### src/rtl/dcache_mshr_ctrl_pkg.sv
// Shared dcache definitions: MSHR entry states, default geometry and address/robid widths.
package dcache_mshr_ctrl_pkg;

    localparam int MSHR_NUM_DEF    = 4;
    localparam int LINE_OFFSET_DEF = 6;
    localparam int PADDR_WIDTH     = 40;
    localparam int ROB_SIZE_LOG    = 6;
    localparam int ROBID_WIDTH     = ROB_SIZE_LOG + 1;

    typedef enum logic [1:0] {
        MSHR_IDLE       = 2'd0,
        MSHR_WAIT_ISSUE = 2'd1,
        MSHR_WAIT_RESP  = 2'd2,
        MSHR_WAKEUP     = 2'd3
    } mshr_state_e;

endpackage

### src/rtl/dcache_mshr_ctrl_rr_arbiter.sv
// Round-robin arbiter: one-hot grant searched from a pointer that moves past the winner on advance.
module rr_arbiter #(
    parameter int N = 4
) (
    input  logic         clock,
    input  logic         reset,
    input  logic [N-1:0] req,
    input  logic         advance,
    output logic [N-1:0] grant
);

    localparam int IW = (N > 1) ? $clog2(N) : 1;

    logic [IW-1:0] ptr_q;
    logic [IW-1:0] scan_idx;
    logic          found;

    // N is a power of two, so the IW-bit add wraps around the entry ring.
    always_comb begin
        grant    = '0;
        found    = 1'b0;
        scan_idx = '0;
        for (int i = 0; i < N; i++) begin
            scan_idx = ptr_q + IW'(i);
            if (!found && req[scan_idx]) begin
                grant[scan_idx] = 1'b1;
                found           = 1'b1;
            end
        end
    end

    always_ff @(posedge clock) begin
        if (reset) begin
            ptr_q <= '0;
        end else if (advance) begin
            for (int i = 0; i < N; i++) begin
                if (grant[i]) begin
                    ptr_q <= IW'(i) + IW'(1);
                end
            end
        end
    end

endmodule

### src/rtl/dcache_mshr_ctrl.sv
// Dcache miss status holding registers: allocate on load miss, issue refills, wake the owning ROB entry.
module dcache_mshr_ctrl
    import dcache_mshr_ctrl_pkg::*;
#(
    parameter int MSHR_NUM    = MSHR_NUM_DEF,
    parameter int LINE_OFFSET = LINE_OFFSET_DEF
) (
    input  logic                        clock,
    input  logic                        reset,
    input  logic                        flush,
    input  logic                        alloc_valid,
    output logic                        alloc_ready,
    input  logic [PADDR_WIDTH-1:0]      alloc_paddr,
    input  logic [ROBID_WIDTH-1:0]      alloc_robid,
    output logic                        refill_req_valid,
    input  logic                        refill_req_ready,
    output logic [PADDR_WIDTH-1:0]      refill_req_paddr,
    output logic [$clog2(MSHR_NUM)-1:0] refill_req_id,
    input  logic                        refill_resp_valid,
    input  logic [$clog2(MSHR_NUM)-1:0] refill_resp_id,
    output logic                        wakeup_valid,
    output logic [ROBID_WIDTH-1:0]      wakeup_robid,
    output logic [2*MSHR_NUM-1:0]       mshr_state_dbg
);

    localparam int ID_W   = $clog2(MSHR_NUM);
    localparam int LINE_W = PADDR_WIDTH - LINE_OFFSET;

    // Handshakes: a transfer happens in a cycle where valid and ready are both high at the
    // rising edge; once raised, refill_req_valid with its paddr/id stays put until ready.
    // wakeup has no ready and is consumed whenever valid.

    mshr_state_e            state_q [MSHR_NUM];
    logic [LINE_W-1:0]      line_q  [MSHR_NUM];
    logic [ROBID_WIDTH-1:0] robid_q [MSHR_NUM];
    logic [MSHR_NUM-1:0]    killed_q;
    logic                   hold_q;
    logic [ID_W-1:0]        hold_id_q;

    logic [LINE_W-1:0]   alloc_line;
    logic                alloc_offset_unused;
    logic [MSHR_NUM-1:0] idle_vec;
    logic [MSHR_NUM-1:0] issue_vec;
    logic [MSHR_NUM-1:0] wake_vec;
    logic [MSHR_NUM-1:0] line_hit_vec;
    logic [ID_W-1:0]     alloc_sel;
    logic                alloc_fire;
    logic [MSHR_NUM-1:0] hold_onehot;
    logic [MSHR_NUM-1:0] issue_req;
    logic [MSHR_NUM-1:0] issue_grant;
    logic [ID_W-1:0]     issue_id;
    logic                issue_fire;
    logic [MSHR_NUM-1:0] wake_grant;
    logic [ID_W-1:0]     wake_id;

    assign alloc_line          = alloc_paddr[PADDR_WIDTH-1:LINE_OFFSET];
    assign alloc_offset_unused = ^alloc_paddr[LINE_OFFSET-1:0];

    always_comb begin
        idle_vec       = '0;
        issue_vec      = '0;
        wake_vec       = '0;
        line_hit_vec   = '0;
        mshr_state_dbg = '0;
        for (int i = 0; i < MSHR_NUM; i++) begin
            idle_vec[i]            = (state_q[i] == MSHR_IDLE);
            issue_vec[i]           = (state_q[i] == MSHR_WAIT_ISSUE);
            wake_vec[i]            = (state_q[i] == MSHR_WAKEUP);
            line_hit_vec[i]        = (state_q[i] != MSHR_IDLE) && (line_q[i] == alloc_line);
            mshr_state_dbg[2*i +: 2] = state_q[i];
        end
    end

    always_comb begin
        alloc_sel = '0;
        for (int i = MSHR_NUM - 1; i >= 0; i--) begin
            if (idle_vec[i]) begin
                alloc_sel = ID_W'(i);
            end
        end
    end

    // Only registered state feeds readiness, so an entry freed this cycle is reusable next cycle.
    assign alloc_ready = !reset && !flush && (|idle_vec) && !(|line_hit_vec);
    assign alloc_fire  = alloc_valid && alloc_ready;

    // A stalled request pins the arbiter to the same entry so paddr/id cannot change under it.
    assign hold_onehot = {{(MSHR_NUM-1){1'b0}}, 1'b1} << hold_id_q;
    assign issue_req   = hold_q ? hold_onehot : issue_vec;

    rr_arbiter #(.N(MSHR_NUM)) u_issue_arb (
        .clock   (clock),
        .reset   (reset),
        .req     (issue_req),
        .advance (issue_fire),
        .grant   (issue_grant)
    );

    rr_arbiter #(.N(MSHR_NUM)) u_wake_arb (
        .clock   (clock),
        .reset   (reset),
        .req     (wake_vec),
        .advance (wakeup_valid),
        .grant   (wake_grant)
    );

    always_comb begin
        issue_id = '0;
        wake_id  = '0;
        for (int i = 0; i < MSHR_NUM; i++) begin
            if (issue_grant[i]) begin
                issue_id = issue_id | ID_W'(i);
            end
            if (wake_grant[i]) begin
                wake_id = wake_id | ID_W'(i);
            end
        end
    end

    assign refill_req_valid = !reset && (|issue_grant);
    assign refill_req_id    = issue_id;
    assign refill_req_paddr = {line_q[issue_id], {LINE_OFFSET{1'b0}}};
    assign issue_fire       = refill_req_valid && refill_req_ready;

    assign wakeup_valid = !reset && !flush && (|wake_grant);
    assign wakeup_robid = robid_q[wake_id];

    always_ff @(posedge clock) begin
        if (reset) begin
            hold_q    <= 1'b0;
            hold_id_q <= '0;
            killed_q  <= '0;
            for (int i = 0; i < MSHR_NUM; i++) begin
                state_q[i] <= MSHR_IDLE;
                line_q[i]  <= '0;
                robid_q[i] <= '0;
            end
        end else begin
            hold_q    <= refill_req_valid && !refill_req_ready && !flush;
            hold_id_q <= issue_id;
            for (int i = 0; i < MSHR_NUM; i++) begin
                case (state_q[i])
                    MSHR_IDLE: begin
                        if (alloc_fire && (alloc_sel == ID_W'(i))) begin
                            state_q[i]  <= MSHR_WAIT_ISSUE;
                            line_q[i]   <= alloc_line;
                            robid_q[i]  <= alloc_robid;
                            killed_q[i] <= 1'b0;
                        end
                    end
                    MSHR_WAIT_ISSUE: begin
                        // A request that went out in the flush cycle still owes a response.
                        if (issue_fire && (issue_id == ID_W'(i))) begin
                            state_q[i]  <= MSHR_WAIT_RESP;
                            killed_q[i] <= flush;
                        end else if (flush) begin
                            state_q[i] <= MSHR_IDLE;
                        end
                    end
                    MSHR_WAIT_RESP: begin
                        if (refill_resp_valid && (refill_resp_id == ID_W'(i))) begin
                            state_q[i]  <= (killed_q[i] || flush) ? MSHR_IDLE : MSHR_WAKEUP;
                            killed_q[i] <= 1'b0;
                        end else if (flush) begin
                            killed_q[i] <= 1'b1;
                        end
                    end
                    MSHR_WAKEUP: begin
                        if (flush || (wakeup_valid && wake_grant[i])) begin
                            state_q[i] <= MSHR_IDLE;
                        end
                    end
                    default: state_q[i] <= MSHR_IDLE;
                endcase
            end
        end
    end

endmodule

### config.mk
export PLATFORM = sky130hd
export DESIGN_NAME = dcache_mshr_ctrl
export DESIGN_NICKNAME = d
export VERILOG_FILES = /design/src/rtl/dcache_mshr_ctrl_pkg.sv /design/src/rtl/dcache_mshr_ctrl_rr_arbiter.sv /design/src/rtl/dcache_mshr_ctrl.sv
export SDC_FILE = /design/constraint.sdc
export NUM_CORES = 1
export LEC_CHECK = 0
export CAP_MARGIN = 5
export CORE_UTILIZATION = 55
export DETAILED_ROUTE_END_ITERATION = 8
export DONT_BUFFER_PORTS = 1
export PLACE_DENSITY = 0.73
export SYNTH_ARGS = -nofsm -noshare
export SYNTH_HDL_FRONTEND = slang
export SYNTH_SLANG_ARGS = --single-unit
### constraint.sdc
create_clock -name clock -period 5.5 [get_ports clock]
set_clock_uncertainty 0.15 [all_clocks]
set_input_delay 0.825 -clock clock [delete_from_list [all_inputs] [get_ports clock]]
set_output_delay 0.825 -clock clock [all_outputs]
set_load 0.01 [all_outputs]
# --- Word-level counts from Yosys, hierarchy flattened ---
# Memories as Yosys holds them, arrays and structs flattened.
# Cells that the tools add are included.
word_totals:
  reg_bits: 11
  latchBits: 0
  ram_bits: 172
  romBits: 0
  input_bits: 55
  out_inout_bits: 60
  elab_cells: 390
  n_memories: 3
op_classes:
  addsub: 6
  n_mul: 0
  div: 0
  magnitude_cmp: 16
  eq_ne: 37
  n_shift: 1
  n_mux: 197
  n_bitwise: 34
  reduce_logical: 88
mem_list:
  columns: ["name", "depth", "width", "rd", "rd_ports_with_merged_regs", "wr", "line", "source"]
  rows:
  - ["line_q", 4, 34, 5, 0, 4, "dcache_mshr_ctrl.sv:34", "logic [LINE_W-1:0] line_q [MSHR_NUM];"]
  - ["robid_q", 4, 7, 1, 0, 4, "dcache_mshr_ctrl.sv:35", "logic [ROBID_WIDTH-1:0] robid_q [MSHR_NUM];"]
  - ["state_q", 4, 2, 4, 0, 4, "dcache_mshr_ctrl.sv:33", "mshr_state_e state_q [MSHR_NUM];"]
op_table:
  columns: ["cell", "n"]
  rows:
  - ["$eq A34 B34 Y1", 4]
  - ["$mux W34", 4]
  - ["$mux W1", 120]
  - ["$mux W2", 40]
  - ["$logic_and A1 B1 Y1", 43]
  - ["$mux W4", 9]
  - ["$eq A2 B2 Y1 const B", 14]
  - ["$mux W7", 4]
  - ["$or A1 B1 Y1", 28]
  - ["$lt A2 B3 Y1 const B", 8]
  - ["$or A4 B4 Y4", 6]
  - ["$bmux W1 S2", 8]
  - ["$demux W1 S2", 8]
  - ["$ge A2 B1 Y1 const B", 8]
  - ["$ne A2 B1 Y1 const B", 8]
  - ["$reduce_and A4 Y1", 4]
  - ["$reduce_or A4 Y1", 4]
  - ["$eq A2 B1 Y1 const B", 7]
  - ["$logic_not A2 Y1", 7]
  - ["$ne A3 B3 Y1 const B", 4]
  - ["$pmux W1 S3", 4]
  - ["$reduce_bool A3 Y1", 4]
  - ["$logic_not A1 Y1", 10]
  - ["$add A2 B2 Y2 const B", 4]
  - ["6 further kinds", 19]

# --- Longest topological paths before layout ---
# An unclocked memory read counts as a cell.
depth:
  depth_word: 28
  depth_mapped: 13
  depth_no_buf: 12

# --- By module ---
# From an unflattened synthesis, not the netlist that was laid out.
hier_totals:
  hier_cells: 1098
  hier_area_um2: 11712.5
modules_own_cells:
  columns: ["mod", "n_inst", "cells_each", "area_each_um2", "seq_area_each_um2"]
  rows:
  - ["dcache_mshr_ctrl", 1, 964, 10601.4, 5305.1]
  - ["rr_arbiter", 2, 67, 555.5, 40.0]

# --- Worst setup path after synthesis ---
# Ideal clock, no wire load.
synth_timing:
  kind: "flip-flop to output port"
  start: "register u_wake_arb.ptr_q[0]"
  end: "output wakeup_valid"
  arrival_ns: 3.277
  t_required_ns: 4.525
  path_slack_ns: 1.248
  path_stages_with_launch: 12
  n_path_buf: 2
  path_cell_list: "dfxtp_1 -> clkbuf_1 -> inv_1 -> ha_1 -> mux4_2 -> nor2b_1 -> a22o_1 -> a221oi_1 -> nand2b_1 -> clkbuf_1 -> o31ai_1 -> inv_1"
synth_between:
  elab_chain_cells: 14
  elab_cells_between_ends: 49
  classes_between: "3 x add/sub; 8 x order compare; 23 x mux; 3 x bitwise; 12 x reduce/logical"
synth_rtl:
  columns: ["item", "line", "source"]
  rows:
  - ["start: declaration", "dcache_mshr_ctrl_rr_arbiter.sv:14", "logic [IW-1:0] ptr_q;"]
  - ["start signal: assignment", "dcache_mshr_ctrl_rr_arbiter.sv:38", "ptr_q <= IW'(i) + IW'(1);"]
  - ["branches (longest 11 deep; another with $lt A2 B3 Y1)", null, null]
  - ["$mux W4 *", "dcache_mshr_ctrl_rr_arbiter.sv:25", "if (!found && req[scan_idx]) begin"]
  - ["$reduce_or A4 Y1 *", "dcache_mshr_ctrl.sv:125", "assign wakeup_valid = !reset && !flush && (|wake_grant);"]
  - ["$logic_and A1 B1 Y1 *", "dcache_mshr_ctrl.sv:125", null]
  - ["end: declaration", "dcache_mshr_ctrl.sv:21", "output logic wakeup_valid,"]
# Every way passes the cells marked *. The select of a mux whose other input is x is not followed.

==> out/metrics.cfg <==
[timing]
slew_headroom_pct=24.1
setup_viol=0
final.setup.tns_ns=0
fin_crit_ns=5.32
worstMarginPinSlew_ns=1.14
hold_viol=0
drv_slew=0
post-route-period-util_pct=96.7
max_freq_mhz=188
rsz0062_at_grt=false

[clock_tree]
cts_buffers=17
clockBufferDepth=2
clkTransAtPathRegs_ns=0.07
ctsRootBufferMaster=clkbuf_16
cts_tree=yes
htree_levels=4
clkLatencyLatePin_ns=0.44
postCtsSetupBuffers=0
clock-sinks=183

[worst_setup_path]
worstSetupEndpointType=primary output
cp.required_ns=4.53
arrival_ns=4.34
cp_slowest_cell=nor2_4
rrSetupSlack_ns=1.05
crit_path_max_incr_delay_ns=0.89
crit_fanout=36
criticalPathCategory=flip-flop to primary output
crit_chain=inv_1 -> ha_1 -> nor2b_1 -> or3_1 -> a2111o_1 -> a21oi_1 -> and2_1 -> nor3_2 -> nor2_4 -> a22oi_1 -> o21ai_0
start_kind=flip-flop

[detailed_routing]
first_pass_iters=5
drc=0
wl_per_cell_um=22.9
drt.antenna.violating_nets=0
routed_wl_mm=29.7
drt_iter0_markers=565
vias=7961
via_per_inst=6.14

[global_routing]
grt_usage_pct=28.5
grt_max_degree=45
grt_pass1_wl_mm=45.8
antenna_found_initial=0
gr-total-overflow=0
grt_pass1_vias=7767

[min_path]
holdCritPathClass=primary input to flip-flop

[cells_and_area]
multi_input_area_um2=5640
regArea_um2=5390
drive_above_1_share_pct=7.12
antenna_cells=0
layout.nets=1104
syn2layout_area_growth_pct=5.95
utilization_pct=59.6
nFillCells=1698

[pwr]
power_leakage_nw=4.56
power_frac_comb_pct=43.9
power_frac_seq_pct=33.9
switching_share_pct=43.3
finalPower_mw=5.16
power_density_nw_per_um2=426
p_int_mw=2.93
p_switching_mw=2.23
pwr-share-clk_pct=22.2
vdd_drop_max_uv=306

[synth]
synth_top_area_cell=edfxtp_1
ys_seq_elements=183
syn_area_per_cell_um2=10.8
synth_edf_count=172
synth_warnings=0
synthTopCellsByArea=edfxtp_1, and2_1, xor2_1
syn_inst=1061
synthArstFlopShare_pct=0
syn_area_um2=11400
synthFlopType=edfxtp_1
yosysUniqueCellTypes=70
synthTopCellsByCount=edfxtp_1, and2_1, xor2_1, clkbuf_1, o21ai_0
synth.most_common_cell=edfxtp_1
yosysSeqAreaShare_pct=47.1
netlist.area_leader.share_pct=45.2

[place]
io_buffers=0
dp_hpwl_mm=19.7
gp_congestion=0.879

[flow_run]
maxCapViolations=0

[floorplanning]
die_w_um=146
core_um2=20300
rows=52
io-pin-count=115
die_h_um=146
start_util_pct=56.3
dieArea_um2=21400

[run_status]
outcome=completed

[cells in the final DEF (no fill, tap or decap), types with 4 or more instances in the layout]
cell type,synthesis,layout
a21oi_1,25,25
nor2b_1,12,12
nand2b_1,16,15
nand2_1,27,27
nand3b_1,5,5
a22oi_1,34,34
xnor2_1,12,12
conb_1,1,6
a211oi_1,4,4
inv_6,0,4
clkbuf_16,0,17
edfxtp_1,172,172
nor3b_1,7,7
buf_4,7,12
and2_1,170,170
nor3_1,13,11
nand3_1,8,8
mux4_2,5,5
clkinv_4,0,4
or2_2,5,5
inv_1,29,29
ha_1,36,36
mux2_2,8,8
o21ai_0,56,56
nand4_1,11,11
xor2_1,119,119
nor4_1,35,34
mux2i_1,44,44
or3_1,9,9
nor2_1,36,36
dfxtp_1,11,11
[worst paths after layout]
kind / start / to / depth (start not counted)
min: refill_req_ready / hold_q$_SDFF_PP0_ / 1
max: state_q[1][1]$_SDFFCE_PP0P_ / refill_req_paddr[32] / 11
max reg2reg: state_q[1][1]$_SDFFCE_PP0P_ / state_q[3][1]$_SDFFCE_PP0P_ / 11
min reg2reg: killed_q[3]$_SDFFE_PP0P_ / killed_q[3]$_SDFFE_PP0P_ / 2
[power by group through the flow]
stage	sequential (mW)	combinational, mW	clock, mW
after global placement	1.77	2.22	0
final	1.75	2.27	1.14
after CTS	1.75	2.26	1.15
after global routing	1.77	2.43	1.20
after floorplan	1.74	1.67	0
after detailed placement	1.78	2.25	0
[per-stage QoR]
stage          setup WS, ns  hold WS [ns]  cell area [um^2]  std cells
2_1_floorplan          1.25         0.299             11400       1066
3_5_place_dp          0.698         0.313             11600       1264
5_1_grt              0.0122         0.292             12100       1296
4_1_cts               0.214         0.290             12100       1296
6_report              0.181         0.312             12100       1296
3_3_place_gp          0.718         0.304             11600       1264
[critical path: cells and delay by family (launching register included)]
family          cells  cell delay [ns]
simple gates        5             1.89
flops               1             0.46
buf+inv             1             0.11
fa+ha+maj           1             0.31
compound gates      4             1.11
[cell type report]
cell class,count,share of cell area (%)
Clock buffer,20,3.69
Clock inverter,12,0.785
Inverter,30,0.930
Multi-Input combinational cell,769,46.6
Sequential cell,183,44.5
Tap cell,270,2.79
Timing Repair Buffer,12,0.744
[what timing repair did]
action,in CTS,in global routing
endpoints found under the setup margin,0,3
resized for setup,0,2
hold buffers,0,0
[sequential cells by signal, summed over array words and instances (netlist names)]
| register | cells |
|---|---|
| line_q | 136 |
| robid_q | 28 |
| state_q | 8 |
| killed_q | 4 |
| hold_id_q | 2 |
| u_issue_arb.ptr_q | 2 |
| u_wake_arb.ptr_q | 2 |
| hold_q | 1 |
[layer usage]
metal  routed length [um]  vias to the layer above  GRT usage, %
met3                 2660                       58          7.38
met1                12000                     3881          36.9
li1                     -                     3687             -
met2                14000                      335          45.6
met5                    0                        -             0
met4                 1010                        0          11.8
[cell families (layout without fill, tap and decap cells)]
family,Yosys count,in the layout,synth area share [%]
AOI/OAI and AO/OA,167,167,9.83
xor gates and xnor gates,131,131,10.0
adders and majority gates,36,36,3.94
buffers and inverters,114,74,4.08
DFF,183,183,47.1
muxes,57,57,5.63
other,1,6,0.0328
and+or+nand+nor,372,372,19.3
Note: power is estimated with default switching activity, not from simulation.
